<file path="config.mk">
export PLATFORM = sky130hd
export DESIGN_NAME = fan_level_ctrl
export DESIGN_NICKNAME = d
export VERILOG_FILES = /design/src/rtl/fan_pkg.sv /design/src/rtl/fan_level_ctrl_btn_repeat.sv /design/src/rtl/fan_level_ctrl.sv
export SDC_FILE = /design/constraint.sdc
export NUM_CORES = 1
export LEC_CHECK = 0
export ABC_AREA = 1
export CAP_MARGIN = 20
export CORE_MARGIN = 1
export CORE_UTILIZATION = 45
export CTS_BUF_LIST = sky130_fd_sc_hd__clkbuf_4
export CTS_CLUSTER_SIZE = 30
export DETAILED_ROUTE_END_ITERATION = 10
export MAX_ROUTING_LAYER = met4
export PLACE_DENSITY_LB_ADDON = 0.3
export REMOVE_ABC_BUFFERS = 1
export SETUP_SLACK_MARGIN = 0.3
export SYNTH_ARGS = -nofsm -noshare
export SYNTH_HDL_FRONTEND = slang
export SYNTH_SLANG_ARGS = --single-unit
</file>
<file path="constraint.sdc">
create_clock -name clk -period 6.3 [get_ports clk]
set_input_delay 0.63 -clock clk [delete_from_list [all_inputs] [get_ports clk]]
set_output_delay 0.63 -clock clk [all_outputs]
set_load 0.03 [all_outputs]
</file>
<file path="src/rtl/fan_pkg.sv">
// Shared types for the fan speed controller: operating states and the
// width helper used to size the level bus.
package fan_pkg;

  typedef enum logic [1:0] {
    OFF   = 2'd0,
    RUN   = 2'd1,
    SLEEP = 2'd2
  } fan_state_e;

  function automatic int level_width(input int levels);
    return $clog2(levels + 1);
  endfunction

endpackage

</file>
<file path="src/rtl/fan_level_ctrl_btn_repeat.sv">
// Edge detection plus hold-to-repeat for one speed button.
// Emits a one-cycle step on the press edge and on each repeat tick.
module btn_repeat #(
  parameter int REPEAT_DLY = 50_000_000,
  parameter int REPEAT_PER = 12_500_000
) (
  input  logic clk,
  input  logic rst,
  input  logic btn,
  input  logic other_btn,
  input  logic enable,
  output logic step
);

  localparam int CNT_MAX = (REPEAT_DLY > REPEAT_PER) ? REPEAT_DLY : REPEAT_PER;
  localparam int CW      = (CNT_MAX > 1) ? $clog2(CNT_MAX) : 1;
  localparam logic [CW-1:0] DLY_LAST = CW'(REPEAT_DLY - 1);
  localparam logic [CW-1:0] PER_LAST = CW'(REPEAT_PER - 1);

  logic          btn_q, btn_d;
  logic [CW-1:0] cnt_q, cnt_d;
  logic          dly_q, dly_d;
  logic          press;
  logic          solo;

  assign press = btn && !btn_q;
  assign solo  = btn && !other_btn && enable;

  always_ff @(posedge clk or posedge rst) begin
    if (rst) begin
      btn_q <= 1'b0;
      cnt_q <= '0;
      dly_q <= 1'b1;
    end else begin
      btn_q <= btn_d;
      cnt_q <= cnt_d;
      dly_q <= dly_d;
    end
  end

  // cnt_q holds edges elapsed since the last step; dly_q marks the long first gap
  always_comb begin
    btn_d = btn;
    cnt_d = cnt_q;
    dly_d = dly_q;
    step  = 1'b0;
    if (!solo) begin
      cnt_d = '0;
      dly_d = 1'b1;
    end else if (press) begin
      step  = 1'b1;
      cnt_d = '0;
      dly_d = 1'b1;
    end else if (dly_q ? (cnt_q == DLY_LAST) : (cnt_q == PER_LAST)) begin
      step  = 1'b1;
      cnt_d = '0;
      dly_d = 1'b0;
    end else begin
      cnt_d = cnt_q + CW'(1);
    end
  end

endmodule

</file>
<file path="src/rtl/fan_level_ctrl.sv">
// Fan speed controller: power/up/down/sleep buttons drive OFF/RUN/SLEEP and a level bar.
// Sleep timer is built only when FAN_LEVEL_CTRL_SLEEP_EN is defined.
module fan_level_ctrl
  import fan_pkg::*;
#(
  parameter int          LEVELS       = 7,
  parameter int          INIT_LEVEL   = 1,
  parameter int          REPEAT_DLY   = 50_000_000,
  parameter int          REPEAT_PER   = 12_500_000,
  parameter logic [31:0] SLEEP_CYCLES = 32'd3_000_000_000
) (
  input  logic                             clk,
  input  logic                             rst,
  input  logic                             power_btn,
  input  logic                             up_btn,
  input  logic                             down_btn,
  input  logic                             sleep_btn,
  output logic [level_width(LEVELS)-1:0]   level,
  output logic [LEVELS-1:0]                bar,
  output logic                             fan_on,
  output logic                             sleep_active
);

  localparam int LW = level_width(LEVELS);
  localparam logic [LW-1:0] MAX_LVL  = LW'(LEVELS);
  localparam logic [LW-1:0] MIN_LVL  = LW'(1);
  localparam logic [LW-1:0] INIT_LVL = LW'(INIT_LEVEL);

  fan_state_e        state_q, state_d;
  logic [LW-1:0]     mem_q, mem_d;
  logic [LW-1:0]     level_q, level_d;
  logic [LEVELS-1:0] bar_q, bar_d;
  logic              fan_on_q, fan_on_d;
  logic              sleep_active_q, sleep_active_d;
  logic              power_prev_q, power_prev_d;
  logic              power_press;
  logic              running;
  logic              step_ok;
  logic              up_step, down_step;

  assign power_press = power_btn && !power_prev_q;
  assign running     = (state_q != OFF);

  btn_repeat #(
    .REPEAT_DLY (REPEAT_DLY),
    .REPEAT_PER (REPEAT_PER)
  ) u_up_repeat (
    .clk       (clk),
    .rst       (rst),
    .btn       (up_btn),
    .other_btn (down_btn),
    .enable    (running),
    .step      (up_step)
  );

  btn_repeat #(
    .REPEAT_DLY (REPEAT_DLY),
    .REPEAT_PER (REPEAT_PER)
  ) u_down_repeat (
    .clk       (clk),
    .rst       (rst),
    .btn       (down_btn),
    .other_btn (up_btn),
    .enable    (running),
    .step      (down_step)
  );

`ifdef FAN_LEVEL_CTRL_SLEEP_EN
  logic        sleep_prev_q, sleep_prev_d;
  logic        sleep_press;
  logic [31:0] sleep_cnt_q, sleep_cnt_d;

  assign sleep_press = sleep_btn && !sleep_prev_q;

  always_ff @(posedge clk or posedge rst) begin
    if (rst) begin
      sleep_prev_q <= 1'b0;
      sleep_cnt_q  <= '0;
    end else begin
      sleep_prev_q <= sleep_prev_d;
      sleep_cnt_q  <= sleep_cnt_d;
    end
  end
`else
  logic unused_sleep_btn;
  assign unused_sleep_btn = sleep_btn;
`endif

  always_ff @(posedge clk or posedge rst) begin
    if (rst) begin
      state_q        <= OFF;
      mem_q          <= INIT_LVL;
      level_q        <= '0;
      bar_q          <= '0;
      fan_on_q       <= 1'b0;
      sleep_active_q <= 1'b0;
      power_prev_q   <= 1'b0;
    end else begin
      state_q        <= state_d;
      mem_q          <= mem_d;
      level_q        <= level_d;
      bar_q          <= bar_d;
      fan_on_q       <= fan_on_d;
      sleep_active_q <= sleep_active_d;
      power_prev_q   <= power_prev_d;
    end
  end

  // Outputs are derived from the next state so a press shows up right after its edge
  always_comb begin
    state_d      = state_q;
    mem_d        = mem_q;
    power_prev_d = power_btn;
    step_ok      = running && !power_press;
`ifdef FAN_LEVEL_CTRL_SLEEP_EN
    sleep_prev_d = sleep_btn;
    sleep_cnt_d  = sleep_cnt_q;
`endif

    if (step_ok && up_step && (mem_q < MAX_LVL)) begin
      mem_d = mem_q + LW'(1);
    end else if (step_ok && down_step && (mem_q > MIN_LVL)) begin
      mem_d = mem_q - LW'(1);
    end

    case (state_q)
      OFF: begin
        if (power_press) state_d = RUN;
      end
      RUN: begin
        if (power_press) begin
          state_d = OFF;
`ifdef FAN_LEVEL_CTRL_SLEEP_EN
        end else if (sleep_press) begin
          state_d     = SLEEP;
          sleep_cnt_d = SLEEP_CYCLES - 32'd1;
`endif
        end
      end
      SLEEP: begin
`ifdef FAN_LEVEL_CTRL_SLEEP_EN
        if (power_press) begin
          state_d     = OFF;
          sleep_cnt_d = '0;
        end else if (sleep_press) begin
          state_d     = RUN;
          sleep_cnt_d = '0;
        end else if (sleep_cnt_q == 32'd0) begin
          state_d = OFF;
        end else begin
          sleep_cnt_d = sleep_cnt_q - 32'd1;
        end
`else
        state_d = OFF;
`endif
      end
      default: state_d = OFF;
    endcase

    level_d        = (state_d == OFF) ? '0 : mem_d;
    fan_on_d       = (state_d != OFF);
    sleep_active_d = (state_d == SLEEP);
    bar_d          = '0;
    for (int i = 0; i < LEVELS; i++) begin
      bar_d[i] = fan_on_d && (int'(level_d) > i);
    end
  end

  assign level        = level_q;
  assign bar          = bar_q;
  assign fan_on       = fan_on_q;
  assign sleep_active = sleep_active_q;

endmodule

</file>
---- Word-level counts from Yosys, hierarchy flattened ----
Index checks and enable logic that the tools add are counted.
Widths: inputs -> output; s select.
word-level totals
  logic and storage cells ................. 89
  output and inout port bits .............. 12
  bits in registers ....................... 74
cells by class
  mux-type cells .......................... 26
  add/subtract/negate cells ............... 4
  reductions and logical operators ........ 29
  magnitude comparators ................... 9
  equality and inequality tests ........... 8
operators by type and width
  kind                   number
  $mux 26                6
  $add 26x1->26 const B  2
  $eq 26x24->1 const B   2
  $eq 26x26->1 const B   2
  $logic_and 1x1->1      19
  $mux 1                 14
  $gt 3x1->1 const B     3
  $gt 3x3->1 const B     3
  $mux 3                 3
  $gt 3x2->1 const B     2
  $logic_not 1->1        6
  $ne 3x2->1 const B     2
  $logic_not 2->1        2
  $mux 2                 2
  $pmux 2 s2             1
  $reduce_bool 2->1      2
  $add 3x1->3 const B    1
  $lt 3x3->1 const B     1
  $sub 3x1->3 const B    1
  $eq 2x1->1 const B     1
  $eq 2x2->1 const B     1

---- Logic depth before layout (Yosys ltp) ----
Gate-level depths: netlist (run 1).
  depth in word-level cells ............... 12
  mapped depth ............................ 14
  depth with buffers taken out ............ 14

---- Cells and area by module ----
From an unflattened synthesis (run 1), not the netlist that was laid out.
unflattened totals
  cell total of the unflattened synthesis .. 570
  area total of the unflattened synthesis .. 4264.1 um^2
by module, submodules not included
  module          times used  area an instance (um^2)  cells each  sequential area each (um^2)
  btn_repeat      2           1719.1                   245         701.9
  fan_level_ctrl  1           825.8                    80          451.7

---- Worst setup path before layout (run 1) ----
Ideal clock, no wire load.
  kind .................................... in2reg
  start ................................... input power_btn
  end ..................................... register bar_q[4] (netlist: bar[4])
  stages on the path ...................... 6
  data arrival time ....................... 1.695 ns
  setup time .............................. 0.077 ns
  buffers on the path ..................... 0
  setup slack ............................. 4.527 ns
  cells stage by stage .................... inv_1 -> nor2_1 -> nor2_1 -> a211oi_2 -> nand3_2 -> a21oi_1
on the way
  elaborated cells between the ends (all ways) .. 17
  classes of those cells .................. 1 x order compare; 6 x mux; 10 x reduce/logical
RTL lines
  item                              RTL line                                      text
  start: declaration                fan_level_ctrl.sv:14                          input logic power_btn,
  $logic_and 1x1->1 *               fan_level_ctrl.sv:41                          assign power_press = power_btn && !power_prev_q;
  $mux 2, on equally long branches  fan_level_ctrl.sv:131, fan_level_ctrl.sv:128
  $pmux 2 s2 *                      fan_level_ctrl.sv:126                         case (state_q)
  via state_d[0]                    fan_level_ctrl.sv:29                          fan_state_e state_q, state_d;
  $logic_not 2->1                   fan_level_ctrl.sv:160                         level_d = (state_d == OFF) ? '0 : mem_d;
  $mux 3                            fan_level_ctrl.sv:160
  $gt 3x3->1                        fan_level_ctrl.sv:165                         bar_d[i] = fan_on_d && (int'(level_d) > i);
  $logic_and 1x1->1 *               fan_level_ctrl.sv:165
  via bar_d[4]                      fan_level_ctrl.sv:32                          logic [LEVELS-1:0] bar_q, bar_d;
  end signal: assignment            fan_level_ctrl.sv:102                         bar_q <= bar_d;
  end: declaration                  fan_level_ctrl.sv:32
Mark *: on every way through the listed nets, which the timed path passes. The rest lies on a longest branch.
A chain may end at the register's enable or synchronous reset.

---- Final worst setup path (run 1) ----
  start ................................... register u_down_repeat.cnt_q[0]
  end ..................................... register u_down_repeat.cnt_q[2]
on the way
  cells in the longest elaborated chain, start to end .. 5
  elaborated cells between the ends (all ways) .. 7
  classes of those cells .................. 1 x add/sub; 2 x eq/ne; 4 x mux
RTL lines
  item                                                                   RTL line                         text
  start: declaration                                                     fan_level_ctrl_btn_repeat.sv:21  logic [CW-1:0] cnt_q, cnt_d;
  start signal: assignment                                               fan_level_ctrl_btn_repeat.sv:36  cnt_q <= cnt_d;
  parallel branches: the longest is 2 deep, another holds $add 26x1->26  --
  $mux 26 *                                                              fan_level_ctrl_btn_repeat.sv:54  end else if (dly_q ? (cnt_q == DLY_LAST) : (cnt_q == PER_LAST)) begin
  $mux 26 *                                                              fan_level_ctrl_btn_repeat.sv:50  end else if (press) begin
  $mux 26 *                                                              fan_level_ctrl_btn_repeat.sv:47  if (!solo) begin
  via u_down_repeat.cnt_d[2]                                             fan_level_ctrl_btn_repeat.sv:21
Mark *: on every way through the listed nets, which the timed path passes.

==> results_dict.tcl, run 1 <==
set metrics [dict create \
    hold_violations 0 \
    r2r-start "u_down_repeat.cnt_q[0]$_DFF_PP0_" \
    place_congestion 0.857 \
    route.met3.wl_um 239 \
    drive_gt1_share_pct 10.8 \
    ys_ff_latch 74 \
    max-cap-violations 0 \
    drt_iter0_drc 236 \
    synth-xor-area-share_pct 5.58 \
    met2WireLength_um 3510 \
    cp_slowest_stage_delay_ns 0.59 \
    antenna_cells 0 \
    cts-resized-gates 0 \
    power_density_mw_per_mm2 227 \
    dp_hpwl_um 5460 \
    path_max_fanout 23 \
    antenna_found_initial 0 \
    synth.area.mux_share_pct 0 \
    synth_top_family_by_area "simple AND/OR/NAND/NOR gates" \
    rsz0062_at_grt "false" \
    cts_buffers 9 \
    cts_tree "yes" \
    crit_path_frequent_cell "nand2_1" \
    path_delay_family "simple AND/OR/NAND/NOR gates" \
    drc_errors 0 \
    status "complete, no violations" \
    netlist_area_mm2 0.00393 \
    final_common_cell "nor2_1" \
    ir_worst_vdd_mv 0.190 \
    crit_chain "ha_1 > nand2_1 > nor2_1 > nand3_1 > nor2_1 > nand2_1 > nand2_1 > inv_1 > o21ai_0 > a21oi_1" \
    clock_sinks 74 \
    synth_warnings 0 \
    grt_pass1_wl_um 13200 \
    min_from "u_up_repeat.cnt_q[0]$_DFF_PP0_" \
    core_region_area_mm2 0.00834 \
    ant_nets 0 \
    cp.required_ns 6.61 \
    cts_buffer_depth 2 \
    cellLeakagePower_nw 1.89 \
    synth.avg_cell_area_um2 8.23 \
    clk_pin_slew_worst_paths_ns 0.12 \
    clock_latency_ns 0.44 \
    grtUsageTotal_pct 19.2 \
    synth-simple-area-share_pct 34.2 \
    multi_input_area_mm2 0.00182 \
    vias_per_cell 5.03 \
    grt_pass1_vias 3009 \
    row_count 33 \
    fp.dieW_um 95.4 \
    cts_setup_buffers 0 \
    syn_inst 477 \
    crit_buf_inv 1 \
    finalPower_w 0.000995 \
    place.port_buffers 16 \
    fin_skew_ns 0.0206 \
    fin_hold_ws_ns 0.470 \
    wl_um 7520 \
    setup_viol 0 \
    drt-met1-wl_um 3620 \
    root_buffer "clkbuf_4" \
    grt-ovfl-total 0 \
    max_slew_margin_pct 47.8 \
    layout_common_cells "nor2_1 (88), nand2_1 (87), dfrtp_1 (71)" \
    fillCellCount 792 \
    grt_max_degree 47 \
    holdBufCountCts 0 \
    synth_compound_gate_area_share_pct 4.85 \
    final.min_clock_period_ns 2.38 \
    pin_count 18 \
    die_h_um 95.4 \
    tightestPinTransition_ns 0.781 \
    die-area_mm2 0.00910 \
    via_count 3076 \
    routed.top_layer "met4" \
    area_growth_pct 11.6 \
    crit_arrival_ns 2.69 \
    setup_tns_ns 0 \
    final_util_pct 52.5 \
    h-tree-depth 3 \
    reg2reg_slack_ns 3.92 \
    start_kind "flop" \
    synth.distinct_cells 38 \
    drt_pass1_iterations 5 \
    cp-end-kind "flop" \
    crit_slowest_cell "nand2_1" \
    worst_hold_path_type "reg -> reg" \
    wl_per_cell_um 12.3 \
    max_freq_mhz 420 \
    whs_path_depth 1 \
    worst-setup-path-type "reg -> reg" \
    synth-adder-area-share_pct 1.59 \
    report.final.slew_viol_count 0 \
    reg2regPathDepth 10 \
    seq_area_frac_synth_pct 47.3 \
    start_util_pct 47.1 \
    min_period_over_period_pct 37.7 \
    worstReg2RegEnd "u_down_repeat.cnt_q[2]$_DFF_PP0_" \
    fin_nets 513 \
    min_to "u_up_repeat.cnt_q[0]$_DFF_PP0_" \
    regArea_mm2 0.00186 \
]
==> Yosys cell counts, drive strengths merged <==
library cell,count,area [um2]
nor3b,2,15.0
xnor2,7,61.3
inv,62,233
buf,4,17.5
o21ai,9,45.0
and2,2,12.5
conb,1,3.75
nand3,26,158
nor4,8,65.1
a21oi,16,80.1
o21a,4,30.0
dfrtp,71,1780
a211oi,2,20.0
and3,1,6.26
nand4,13,87.6
or2,1,6.26
a31oi,1,6.26
nand3b,1,7.51
nand2,99,412
dfstp,3,78.8
ha,5,62.6
a211o,1,8.76
xor2,18,158
nor3,23,148
nor2,97,427
==> routing by layer <==
layer / up-vias / global-route usage, %
met5: - / -
met4: 0 / 8.46
met3: 13 / 2.95
met2: 57 / 29.6
met1: 1435 / 25.0
li1: 1571 / -
==> power breakdown <==
part	switching [W]	internal (W)	leakage, nW
logic	0.0000880	0.0000451	0.808
registers	0.0000132	0.000499	1.00
clock network	0.000186	0.000164	0.0831
total	0.000287	0.000708	1.89
==> through the flow <==
stage | area, um2 | cells | setup slack (ns)
after floorplan | 3910 | 474 | 3.79
after global placement | 4210 | 596 | 3.72
after detailed placement | 4210 | 596 | 3.71
after CTS | 4380 | 612 | 3.90
after global routing | 4380 | 612 | 3.66
final | 4380 | 612 | 3.92
==> registers in the layout, summed over array words and instances, names as in the netlist, 2 cells and up <==
signal,count
bar,7
level,3
u_down_repeat.cnt_q,26
mem_q,3
u_up_repeat.cnt_q,26
state_q,2
==> final cells by class <==
type / count / area share [%]
clock buffers: 9 / 1.54
multi-input cells: 338 / 41.6
well taps: 105 / 3.00
inverters: 62 / 5.31
flip-flops and latches: 74 / 42.4
repair buffers: 17 / 3.83
clock inverters: 7 / 2.31
==> how the worst max path moves through the flow <==
stage,startpoint,endpoint,slack [ns],depth (start not counted)
final,u_down_repeat.cnt_q[0]$_DFF_PP0_,u_down_repeat.cnt_q[2]$_DFF_PP0_,3.92,10
after global placement,up_btn,u_down_repeat.cnt_q[17]$_DFF_PP0_,3.72,8
after CTS,u_down_repeat.cnt_q[0]$_DFF_PP0_,u_down_repeat.cnt_q[2]$_DFF_PP0_,3.90,10
after global routing,u_down_repeat.cnt_q[0]$_DFF_PP0_,u_down_repeat.cnt_q[17]$_DFF_PP0_,3.66,10
after floorplan,rst,bar[0]$_DFF_PP0_,3.79,1
after detailed placement,down_btn,u_down_repeat.cnt_q[10]$_DFF_PP0_,3.71,7
==> kinds of logic after synthesis <==
logic type | Yosys count
fa+ha+maj | 5
buf+inv | 66
compound gates | 33
xor+xnor | 25
flops | 74
other cells | 1
simple gates | 273
==> worst reg2reg max path, delay by kind of cell, from the launching register on <==
| kind | cells | cell delay (ns) |
|---|---|---|
| AO/OA/AOI/OAI | 2 | 0.18 |
| adder cells (fa/ha/maj) | 1 | 0.30 |
| flip-flops | 1 | 0.40 |
| AND/OR/NAND/NOR | 6 | 1.13 |
| buffers and inverters | 1 | 0.25 |
No activity file was read; power rests on OpenSTA's default activity.
==> run 2: changes to the inputs <==
Clock period 6.3 ns to 2.2 ns, I/O delays scaled along.
==> run 2 against run 1 <==
Compared with the run above:
- sequential cell count unchanged
- largest power group unchanged
- cell count up 3.6%
- critical endpoint is now u_up_repeat.cnt_q[22]$_DFF_PP0_
- non-clock buffer count up 22
- clock power up 130%
==> results_dict.tcl, run 2 (synthesis gave the netlist of run 1 again) <==
set metrics [dict create \
    drc_errors 0 \
    cts_tree "yes" \
    tightestPinTransition_ns 0.636 \
    ant_nets 0 \
    start_util_pct 47.1 \
    cp.required_ns 2.53 \
    wl_um 8110 \
    cts_buffers 9 \
    drt_iter0_drc 199 \
    path_max_fanout 4 \
    fp.dieW_um 95.4 \
    final_common_cell "nor2_1" \
    drt_pass1_iterations 4 \
    crit_arrival_ns 2.15 \
    antenna_found_initial 0 \
    ir_worst_vdd_mv 0.486 \
    hold_violations 0 \
    wl_per_cell_um 12.8 \
    rsz0062_at_grt "true" \
    clock_latency_ns 0.43 \
    setup_viol 0 \
    cellLeakagePower_nw 2.03 \
    r2r-start "u_up_repeat.cnt_q[0]$_DFF_PP0_" \
    core_region_area_mm2 0.00834 \
    worstReg2RegEnd "u_up_repeat.cnt_q[22]$_DFF_PP0_" \
    crit_slowest_cell "dfrtp_1" \
    power_density_mw_per_mm2 587 \
    setup_tns_ns 0 \
    grt_pass1_vias 3031 \
    cp_slowest_stage_delay_ns 0.43 \
    layout_common_cells "nor2_1 (85), nand2_1 (79), dfrtp_1 (69)" \
    drive_gt1_share_pct 18.5 \
    reg2reg_slack_ns 0.38 \
    via_count 3214 \
    h-tree-depth 3 \
    place_congestion 0.881 \
    vias_per_cell 5.07 \
    final.min_clock_period_ns 1.82 \
    max_slew_margin_pct 57.6 \
    crit_path_frequent_cell "nor2_4" \
    die-area_mm2 0.00910 \
    worst_hold_path_type "in -> async" \
    max_freq_mhz 549 \
    cp-end-kind "flop" \
    max-cap-violations 0 \
    pin_count 18 \
    place.port_buffers 16 \
    finalPower_w 0.00271 \
    status "complete, no violations" \
    worst-setup-path-type "reg -> reg" \
    grt_max_degree 30 \
    grtUsageTotal_pct 19.8 \
    critPathLaunch "u_up_repeat.cnt_q[0]$_DFF_PP0_" \
    cts_buffer_depth 2 \
    clock_sinks 74 \
    fin_hold_ws_ns 0.167 \
    dp_hpwl_um 5640 \
    holdBufCountCts 0 \
    row_count 33 \
    grt_pass1_wl_um 13600 \
    crit_chain "ha_4 > nand2_2 > nor2_4 > nand2_2 > nor2_4 > nand2_4 > nor2_4 > nand2_4 > nor2_4 > nand2_4 > nor2_4 > nand3_2 > nand2_1 > nor2_1" \
    fin_nets 535 \
    root_buffer "clkbuf_4" \
    antenna_cells 0 \
    clk_pin_slew_worst_paths_ns 0.14 \
    start_kind "flop" \
    area_growth_pct 17.9 \
    grt-ovfl-total 0 \
    report.final.slew_viol_count 0 \
    die_h_um 95.4 \
    fin_skew_ns 0.0224 \
    min_period_over_period_pct 82.8 \
    reg2regPathDepth 14 \
]
## run 2: where the power goes
part	switching, W	internal (W)	total [W]	leakage, nW
registers	0.0000388	0.00143	0.00147	0.998
clock network	0.000548	0.000250	0.000797	0.0675
logic	0.000278	0.000170	0.000449	0.964
## run 2: how the worst max path moves through the flow
stage,end,depth (start not counted)
2_1_floorplan,bar[0]$_DFF_PP0_,1
3_3_place_gp,bar[0]$_DFF_PP0_,12
3_5_place_dp,u_up_repeat.cnt_q[22]$_DFF_PP0_,14
4_1_cts,u_up_repeat.cnt_q[22]$_DFF_PP0_,14
5_1_grt,bar[6]$_DFF_PP0_,13
6_report,u_up_repeat.cnt_q[22]$_DFF_PP0_,14
## run 2: layer usage
metal  global-route usage (%)  routed length, um  up-vias
met5                        -                  0        -
met4                     6.72                122        0
met3                     3.19                174       11
met2                     31.4               3930       45
met1                     25.9               3880     1539
li1                         -                  -     1619
## run 2: layout make-up
type                            instances  area, um2
Fill cell                             781       3710
Clock inverter                          7       60.1
Sequential cell                        74       1860
Inverter                               62        234
Timing Repair Buffer                   39        345
Tap cell                              105        131
Multi-Input combinational cell        338       1930
Clock buffer                            9       67.6
## run 2: worst max-delay path: cells and delay by family (launching register included)
family	cells	cell delay, ns
adder cells (fa/ha/maj)	1	0.17
flip-flops	1	0.43
AND/OR/NAND/NOR	13	1.14
## run 2: per-stage QoR
step	utilization [%]	instance area (um2)	std cells	setup WS, ns
floorplan	-	3910	474	0.103
global placement	51.4	4280	604	0.288
detailed placement	51.4	4280	604	0.265
CTS	52.9	4420	620	0.299
global route	55.5	4630	634	0.219
finish	55.5	4630	634	0.379
## run 2: repair_timing
| item | in CTS | in global routing |
|---|---|---|
| buffers inserted | 0 | 14 |
| gates resized for setup | 2 | 29 |
| setup endpoints to repair | 10 | 41 |
| pin swaps | 0 | 13 |
| cloned | 0 | 0 |
==> run 3: changes to the inputs <==
Clock period 2.2 ns to 1.5 ns, I/O delays scaled along.
==> run 3 against run 2 <==
Compared with the run above:
- combinational power rose by 120%
- critical path type unchanged
- the flow now finishes with violations (setup timing)
- via count grew 24%
- fmax decreased by 2.9%
- sequential power rose by 46%
- worst hold slack got worse by 0.16 ns
- clock power increased by 72%
==> results_dict.tcl, run 3 (synthesis gave the netlist of run 1 again) <==
set metrics [dict create \
    status "finished with violations" \
    violations "setup timing" \
    drive_gt1_share_pct 46.0 \
    p_sw_w 0.00148 \
    place.port_buffers 16 \
    p_sw_share_pct 32.8 \
    holdBufCountCts 0 \
    reg2reg_slack_ns -0.37 \
    setup_tns_ns -14.84 \
    ir_worst_vdd_mv 0.776 \
    crit_arrival_ns 2.25 \
    place_area_mm2 0.00513 \
    antenna_cells 0 \
    final_common_cell "buf_4" \
    drt_iter0_drc 217 \
    cp-end-kind "flop" \
    cts_buffer_depth 2 \
    fin_nets 665 \
    pin_count 18 \
    rsz0062_at_grt "true" \
    setup_viol 66 \
    r2r-start "u_down_repeat.cnt_q[0]$_DFF_PP0_" \
    antenna_found_initial 0 \
    area_growth_pct 56.7 \
    dp_hpwl_um 6890 \
    cp.required_ns 1.88 \
    via_count 3988 \
    cellLeakagePower_nw 2.91 \
    report.final.slew_viol_count 0 \
    fin_area_mm2 0.00615 \
    h-tree-depth 3 \
    max-cap-violations 0 \
    hold_violations 0 \
    power.share.sequential_pct 47.6 \
    fin_ws_ns -0.375 \
    fin_skew_ns 0.0118 \
    grt_pass1_wl_um 18100 \
    clk_pin_slew_worst_paths_ns 0.14 \
    drc_errors 0 \
    fin_cells 764 \
    die-area_mm2 0.00910 \
    worst-setup-path-type "reg -> reg" \
    power_density_mw_per_mm2 734 \
    pwr-share-clk_pct 30.4 \
    die_h_um 95.4 \
    start_kind "flop" \
    cts_buffers 9 \
    drt_pass1_iterations 4 \
    grt-ovfl-total 0 \
    start_util_pct 47.1 \
    cts_tree "yes" \
    fp.dieW_um 95.4 \
    core_region_area_mm2 0.00834 \
    clock_sinks 74 \
    min_period_over_period_pct 125 \
    wl_um 12400 \
    grt_pass1_vias 4035 \
    comb_power_share_pct 22.0 \
    dpl.cell_count 708 \
    worst_hold_path_type "in -> async" \
    root_buffer "clkbuf_4" \
    path_max_fanout 3 \
    finalPower_w 0.00451 \
    reg2regPathDepth 13 \
    intPower_w 0.00303 \
    clock_latency_ns 0.44 \
    vias_per_cell 5.22 \
    ant_nets 0 \
    fin_hold_ws_ns 0.00401 \
    grtUsageTotal_pct 26.8 \
    worstReg2RegEnd "bar[6]$_DFF_PP0_" \
    wl_per_cell_um 16.2 \
    final.min_clock_period_ns 1.87 \
    max_freq_mhz 533 \
    layout_common_cells "buf_4 (123), nor2_1 (72), dfrtp_1 (70)" \
    place_congestion 0.947 \
    grt_max_degree 27 \
    row_count 33 \
]
-- run 3: cell count changes in the layout (fill, tap and decap cells not counted), sizes merged --
cell and delta:
buf +140, clkinv -4, inv +3, clkinvlp +1, bufinv +1, clkbuf +1, clkdlybuf4s50 -12
-- run 3: layout make-up --
type	count	area [um2]
tap	105	131
multi-input combinational	338	2320
inverter	62	245
timing repair inverter	1	11.3
sequential	74	1860
clock inverter	7	82.6
timing repair buffer	168	1440
fill	517	2190
clock buffer	9	67.6
-- run 3: power by group through the flow --
stage	Combinational, W	Clock (W)	Sequential [W]
global route	0.00105	0.00148	0.00216
finish	0.000992	0.00137	0.00215
CTS	0.000791	0.00139	0.00214
floorplan	0.000293	0	0.00227
global placement	0.000727	0	0.00217
detailed placement	0.000750	0	0.00218
-- run 3: metal layers --
layer	vias up	global-route usage, %	wire length [um]
met2	126	44.6	6340
li1	1883	-	-
met4	0	13.8	459
met3	43	3.43	463
met1	1936	31.8	5090
met5	-	-	0
-- run 3: through the flow --
stage                     setup WS, ns  utilization, %
after global placement          -0.216            61.5
final                           -0.375            73.7
after detailed placement        -0.294            61.5
after global routing            -0.532            73.7
after floorplan                 -0.527               -
after CTS                       -0.237            68.7
-- run 3: how the worst max path moves through the flow --
stage                                     startpoint                               to  slack, ns  cells past startpoint
floorplan                                        rst                 bar[0]$_DFF_PP0_      -0.53                      1
global placement      u_up_repeat.cnt_q[0]$_DFF_PP0_                 bar[0]$_DFF_PP0_      -0.22                     12
detailed placement                            up_btn                 bar[0]$_DFF_PP0_      -0.29                      9
CTS                   u_up_repeat.cnt_q[0]$_DFF_PP0_  u_up_repeat.cnt_q[22]$_DFF_PP0_      -0.24                     14
global route        u_down_repeat.cnt_q[1]$_DFF_PP0_                 bar[6]$_DFF_PP0_      -0.53                     13
finish              u_down_repeat.cnt_q[0]$_DFF_PP0_                 bar[6]$_DFF_PP0_      -0.37                     13
-- run 3: what timing repair did --
action	CTS	global route
cloned	2	1
endpoints found under the setup margin	80	70
buffers inserted	23	14
gates resized for setup	146	74
pin swaps	42	28
-- run 3: worst max-delay path, cell delays in order (launching register included) --
cell     delay, ns
dfrtp_1       0.38
ha_2          0.20
nand2_1       0.06
nor2_1        0.13
nand3_1       0.12
nor2_2        0.13
nand2_2       0.12
nand2_4       0.12
nand2_4       0.08
nand2_2       0.08
nand2_2       0.06
nand2_4       0.07
nand4_1       0.11
nor2_1        0.13
